**config.mk**
```make
export PLATFORM = sky130hd
export DESIGN_NAME = cat_pwr_seq
export DESIGN_NICKNAME = d
export VERILOG_FILES = /design/src/rtl/cat_pwr_seq.sv
export SDC_FILE = /design/constraint.sdc
export NUM_CORES = 1
export LEC_CHECK = 0
export BUFFER_PORTS_ARGS = -buffer_cell sky130_fd_sc_hd__buf_2
export CAP_MARGIN = 20
export CORE_ASPECT_RATIO = 0.9
export CORE_UTILIZATION = 64
export CTS_CLUSTER_SIZE = 14
export DETAILED_ROUTE_END_ITERATION = 10
export PLACE_DENSITY = 0.93
export RECOVER_POWER = 50
export SKIP_CTS_REPAIR_TIMING = 1
export SYNTH_ARGS = -nofsm -noshare
export SYNTH_HDL_FRONTEND = slang
export SYNTH_SLANG_ARGS = --single-unit
```
**constraint.sdc**
```tcl
create_clock -name bus_clk -period 5.06 [get_ports bus_clk]
set_input_delay 0.253 -clock bus_clk [delete_from_list [all_inputs] [get_ports bus_clk]]
set_output_delay 0.253 -clock bus_clk [all_outputs]
set_load 0.02 [all_outputs]
```
**src/rtl/cat_pwr_seq.sv**
```systemverilog
// Power-up / power-down sequencer for the CAT control pins: output-enable,
// timed reset pulse, settle window, then enable; a stop walks through a STOP phase.
module cat_pwr_seq #(
  parameter int T_OE     = 16,
  parameter int T_RST    = 1000,
  parameter int T_SETTLE = 5000,
  parameter int CNT_W    = 16
) (
  input  logic       bus_clk,
  input  logic       bus_rst,
  input  logic       start,
  input  logic       stop,
  input  logic       txnrx_req,
  output logic       cat_oe,
  output logic       cat_resetn,
  output logic       cat_enable,
  output logic       cat_txnrx,
  output logic       ready,
  output logic       busy,
  output logic       done,
  output logic [2:0] state
);

  typedef enum logic [2:0] {
    S_IDLE   = 3'd0,
    S_OE     = 3'd1,
    S_RST    = 3'd2,
    S_SETTLE = 3'd3,
    S_RUN    = 3'd4,
    S_STOP   = 3'd5
  } state_t;

  localparam logic [CNT_W-1:0] OE_LOAD     = CNT_W'(T_OE - 1);
  localparam logic [CNT_W-1:0] RST_LOAD    = CNT_W'(T_RST - 1);
  localparam logic [CNT_W-1:0] SETTLE_LOAD = CNT_W'(T_SETTLE - 1);
  localparam logic [CNT_W-1:0] CNT_ONE     = CNT_W'(1);

  state_t           state_q, state_d;
  logic [CNT_W-1:0] cnt_q, cnt_d;
  logic             cat_oe_q, cat_oe_d;
  logic             cat_resetn_q, cat_resetn_d;
  logic             cat_enable_q, cat_enable_d;
  logic             cat_txnrx_q, cat_txnrx_d;
  logic             ready_q, ready_d;
  logic             busy_q, busy_d;
  logic             done_q, done_d;
  logic             stoppable;
  logic             cnt_zero;

  assign stoppable = (state_q == S_OE) || (state_q == S_RST) ||
                     (state_q == S_SETTLE) || (state_q == S_RUN);
  assign cnt_zero  = (cnt_q == '0);

  // Next-state: stop has priority over both timed exits and start.
  always_comb begin
    // NOTE: every combinational output gets a default first so no latch is inferred.
    state_d = state_q;
    cnt_d   = cnt_q;
    if (stop && stoppable) begin
      state_d = S_STOP;
      cnt_d   = OE_LOAD;
    end else begin
      unique case (state_q)
        S_IDLE: begin
          if (start) begin
            state_d = S_OE;
            cnt_d   = OE_LOAD;
          end
        end
        S_OE: begin
          if (cnt_zero) begin
            state_d = S_RST;
            cnt_d   = RST_LOAD;
          end else cnt_d = cnt_q - CNT_ONE;
        end
        S_RST: begin
          if (cnt_zero) begin
            state_d = S_SETTLE;
            cnt_d   = SETTLE_LOAD;
          end else cnt_d = cnt_q - CNT_ONE;
        end
        S_SETTLE: begin
          if (cnt_zero) begin
            state_d = S_RUN;
            cnt_d   = '0;
          end else cnt_d = cnt_q - CNT_ONE;
        end
        S_STOP: begin
          if (cnt_zero) begin
            state_d = S_IDLE;
            cnt_d   = '0;
          end else cnt_d = cnt_q - CNT_ONE;
        end
        S_RUN:   ;
        default: begin
          state_d = S_IDLE;
          cnt_d   = '0;
        end
      endcase
    end
  end

  // Outputs are decoded from the next state so the registers present them
  // in the cycle right after the transition edge.
  always_comb begin
    cat_oe_d     = 1'b0;
    cat_resetn_d = 1'b0;
    cat_enable_d = 1'b0;
    ready_d      = 1'b0;
    busy_d       = 1'b0;
    unique case (state_d)
      S_OE, S_RST, S_STOP: begin
        cat_oe_d = 1'b1;
        busy_d   = 1'b1;
      end
      S_SETTLE: begin
        cat_oe_d     = 1'b1;
        cat_resetn_d = 1'b1;
        busy_d       = 1'b1;
      end
      S_RUN: begin
        cat_oe_d     = 1'b1;
        cat_resetn_d = 1'b1;
        cat_enable_d = 1'b1;
        ready_d      = 1'b1;
      end
      default: ;
    endcase
    cat_txnrx_d = (state_d == S_RUN) && txnrx_req;
    done_d      = (state_d == S_RUN) && (state_q != S_RUN);
  end

  // NOTE: sequential state uses non-blocking assignments only.
  always_ff @(posedge bus_clk or posedge bus_rst) begin
    if (bus_rst) begin
      state_q      <= S_IDLE;
      cnt_q        <= '0;
      cat_oe_q     <= 1'b0;
      cat_resetn_q <= 1'b0;
      cat_enable_q <= 1'b0;
      cat_txnrx_q  <= 1'b0;
      ready_q      <= 1'b0;
      busy_q       <= 1'b0;
      done_q       <= 1'b0;
    end else begin
      state_q      <= state_d;
      cnt_q        <= cnt_d;
      cat_oe_q     <= cat_oe_d;
      cat_resetn_q <= cat_resetn_d;
      cat_enable_q <= cat_enable_d;
      cat_txnrx_q  <= cat_txnrx_d;
      ready_q      <= ready_d;
      busy_q       <= busy_d;
      done_q       <= done_d;
    end
  end

  assign cat_oe     = cat_oe_q;
  assign cat_resetn = cat_resetn_q;
  assign cat_enable = cat_enable_q;
  assign cat_txnrx  = cat_txnrx_q;
  assign ready      = ready_q;
  assign busy       = busy_q;
  assign done       = done_q;
  assign state      = state_q;

endmodule

```
; ---- After elaboration in Yosys (flattened, before gate mapping)
; Index checks and enable logic that the tools add are counted.
[totals]
word_cells = 52
input_bits = 5
ram_bits = 0
romBits = 0
out_inout_bits = 10
regBits = 25
memories = 0
latch_bits = 0
[classes]
n_mux = 17
n_div = 0
n_reduce_logical = 13
eq_ne = 13
multipliers = 0
magnitude_cmp = 0
bitwise_logic = 0
n_shift = 0
n_addsub = 1
[ops]
columns = op, n
row1 = $mux 16, 5
row2 = $pmux 16 s5, 1
row3 = $mux 3, 6
row4 = $pmux 3 s6, 1
row5 = $logic_not 16->1, 1
row6 = $sub 16x1->16 const B, 1
row7 = $eq 3x2->1 const B, 4
row8 = $eq 3x3->1 const B, 4
row9 = $eq 3x1->1 const B, 2
row10 = $ne 3x3->1 const B, 2
row11 = $reduce_or 5->1, 1
row12 = $mux 1, 4
row13 = $reduce_or 2->1, 2
row14 = $reduce_or 4->1, 1
row15 = $logic_and 1x1->1, 3
row16 = $logic_not 3->1, 1
row17 = $logic_or 1x1->1, 3
row18 = $ne 2x1->1 const B, 1
row19 = $reduce_and 2->1, 1

; ---- Depth between registers and ports, before layout
[depth]
depth_word = 9
depth_mapped = 7
depth_no_buf = 6

; ---- Least setup slack after synthesis
; No wires, ideal clock.
[synth_timing]
kind = register -> register
startpoint = register cnt_q[1]
endpoint = register cnt_q[7]
n_path_buf = 1
path_stages_with_launch = 8
synth_period_minus_slack_ns = 2.063
required_time_ns = 4.934
t_arrival_ns = 1.937
path_slack_ns = 2.997
setup_ns = 0.126
cell_sequence = dfrtp_1 > inv_1 > ha_1 > nor4b_4 > and4_1 > buf_4 > mux2_1 > a221o_1
[synth_between]
elab_chain_cells = 4
word_cells_on_any_way = 7
classes_between = add/sub (1) / mux (5) / reduce/logical (1)
[synth_lines]
columns = item, line_no
row1 = "start, declared", 39  ; logic [CNT_W-1:0] cnt_q, cnt_d;
row2 = "start signal, assigned", 147  ; cnt_q <= cnt_d;
row3 = $sub 16x1->16 or $logic_not 16->1 (tied branches), --
row4 = "$mux 16, on equally long branches", --
row5 = $pmux 16 s5 *, 63  ; unique case (state_q)
row6 = $mux 16 *, 59  ; if (stop && stoppable) begin
; Mark *: on every way between the ends. The rest lies on a longest branch, timed or not.
; A chain may end at the register's enable or synchronous reset.

; ---- Worst setup path in the final report
[layout_timing]
startpoint = register cnt_q[1]
endpoint = register state_q[1] (netlist: state[1])
[layout_between]
elab_chain_cells = 4
word_cells_on_any_way = 7
classes_between = mux (6) / reduce/logical (1)
[layout_lines]
columns = item, line_no
row1 = $logic_not 16->1 *, 52  ; assign cnt_zero = (cnt_q == '0);
row2 = "$mux 3, on equally long branches", --
row3 = $pmux 3 s6 *, 63
row4 = $mux 3 *, 59
row5 = net state_d[1], 38  ; state_t state_q, state_d;
row6 = "end signal, assigned", 146  ; state_q <= state_d;
row7 = "end, declared", 38
; The timed path passes the listed nets; every way through them passes the cells marked *.

==> impl_metrics.json <==
{
  "critPathLaunchType": "flop",
  "start_util_pct": 69.2,
  "clock_latency_ps": 340,
  "maxCapViolCount": 0,
  "clkSinkCount": 25,
  "ys_types": 61,
  "coreArea_sq_mm": 0.00251,
  "synth_top_area_share_pct": 36.0,
  "antenna_found_initial": 0,
  "hp-class": "in2async",
  "reg2reg_depth": 6,
  "worst_hold_slack_ps": 104,
  "clk_pin_slew_worst_paths_ps": 140,
  "fin_setup_tns_ps": 0,
  "fin_crit_sh_pct": 46.8,
  "min_period_ps": 2370,
  "synth_common_cells": "dfrtp_1 (25), nor2_1 (14), nand2_1 (11), a21oi_1 (9), a31oi_1 (9)",
  "cp.arrival_ps": 2580,
  "hold_viol_final": 0,
  "fp-row-count": 17,
  "h-tree-depth": 1,
  "yosysWarnings": 0,
  "grt_pass1_wl_um": 7000,
  "yosys_most_used_dff": "dfrtp_1",
  "clockBufferDepth": 2,
  "pin_count": 15,
  "n_antenna_cell": 0,
  "dr.pass1.iters": 8,
  "cts_tree": "yes",
  "synth_seq_cells": 25,
  "routedWlPerCell_um": 20.1,
  "worstSetupEndpointType": "flop",
  "place_hpwl_um": 3100,
  "synth_fp_nets": 194,
  "vias": 1596,
  "grt_max_degree": 26,
  "fp.dieW_um": 56.9,
  "netlist_area_sq_mm": 0.00174,
  "postSynthAreaPerCell_sq_um": 9.29,
  "synth_edf_count": 0,
  "via_per_inst": 7.42,
  "ys_seq_area_share_pct": 36.0,
  "syn_to_final_growth_pct": 1.87,
  "multi_input_area_sq_um": 988,
  "worst_pin_slew_ps": 953,
  "violations": "DRC",
  "fmax_mhz": 422,
  "synthCells": 187,
  "grt.total_usage_pct": 31.7,
  "drive_above_1_share_pct": 16.6,
  "cts_buffers": 3,
  "synth_most_common_cell": "dfrtp_1",
  "ff_latch_area_sq_um": 626,
  "cts_root_buf": "clkbuf_4",
  "status": "finished, violations left",
  "slew_viol_final": 0,
  "ant_nets": 0,
  "synth_area_leaders": "dfrtp_1 (36%), a31oi_1 (3.2%), nor2_1 (3.0%), a21oi_1 (2.6%), nor4_4 (2.4%)",
  "n_fill_cell": 183,
  "slew_headroom_pct": 36.0,
  "die-area_sq_mm": 0.00293,
  "first_iter_violations": 133,
  "worstPathRequired_ps": 5270,
  "nets": 195,
  "dieHeight_um": 51.4,
  "yosysTopAreaCell": "dfrtp_1",
  "place_congestion": 0.978,
  "grt_pass1_vias": 1413,
  "drc": 4,
  "ir_drop_mv": 0.252,
  "wl_um": 4310,
  "cellPowerDensity_mw_per_mm2": 455,
  "portBuffers": 14,
  "ys_async_sr_fraction_pct": 100,
  "grt_remaining_overflow": 0,
  "grt_setup_unrepaired": "false",
  "finClkSkew_ps": 2.84,
  "setup_viol": 0,
  "p_leak_nw": 0.709,
  "cp_max_fo": 15,
  "crit_type": "reg2reg"
}
[flip-flops by register name, summed over array words and instances, names as in the netlist]
signal      cells
cat_resetn      1
ready           1
cat_oe          1
state           3
cat_txnrx       1
cnt_q          16
done            1
busy            1
[cell type report]
class | count | share of cell area (%)
multi-input cells | 137 | 55.8
flip-flops and latches | 25 | 35.3
repair buffers | 15 | 4.03
well taps | 28 | 1.98
clock buffers | 3 | 1.27
inverters | 6 | 1.27
clock inverters | 1 | 0.283
[path summary, 6_finish.rpt]
check,startpoint,end,slack (ps)
max in group asynchronous,bus_rst,cnt_q[4],4390
min reg2reg,cnt_q[0],cnt_q[0],590
max,cnt_q[1],state[1],2690
min,bus_rst,cat_resetn,100
min in group bus_clk,txnrx_req,cat_txnrx,120
max reg2reg,cnt_q[1],state[1],2690
[critical path, stage by stage, from the launching register on]
cell	delay, ps
dfrtp_1	440
inv_1	130
ha_1	160
nor4b_4	390
nand4_1	630
o21ai_0	380
a211oi_1	120
[cell usage in the layout, fill, tap and decap left out, drive strengths merged, types with 3 or more instances in the layout]
cell type   n
buf        10
a211oi      3
a221o       3
a31oi       9
o22ai       3
o311ai      3
nor3        8
dfrtp      25
nand2      11
and4        3
a21oi       9
inv         6
nand2b      3
or4         3
nor4        5
nor4b       3
o21ai       5
nor2       14
nand3       4
a41oi       3
o211ai      3
nor2b       4
clkbuf      8
o211a       3
nand4       5
[report_power, final]
part | internal, W | switching [W]
logic | 0.000151 | 0.000173
clock network | 0.0000298 | 0.0000644
registers | 0.000257 | 0.000129
total | 0.000438 | 0.000367
[cell families after synthesis]
| family | after synthesis | synth area share [%] |
|---|---|---|
| compound gates | 58 | 25.8 |
| xor+xnor | 1 | 0.504 |
| fa+ha+maj | 2 | 1.44 |
| buf+inv | 25 | 7.13 |
| flops | 25 | 36.0 |
| mux | 3 | 1.87 |
| simple gates | 73 | 27.3 |
[per-stage QoR]
stage	worst slack (ps)	cell area (sq um)	util (%)	cells	total power [W]
after floorplan	3000	1740	-	187	0.000633
after global placement	2850	1750	69.7	211	0.000670
after detailed placement	2760	1750	69.7	211	0.000702
after CTS	2730	1780	70.8	215	0.000796
after global routing	2520	1770	70.5	215	0.000852
final	2690	1770	70.5	215	0.000805
[metal layers]
metal | vias to the layer above | share of wire [%] | GRT usage [%]
met1 | 746 | 42 | 46.2
li1 | 726 | - | -
met2 | 105 | 44 | 47.8
met5 | - | 0 | 0
met3 | 19 | 10 | 5.57
met4 | 0 | 3.4 | 9.76
Note: power is estimated with default switching activity, not from simulation.
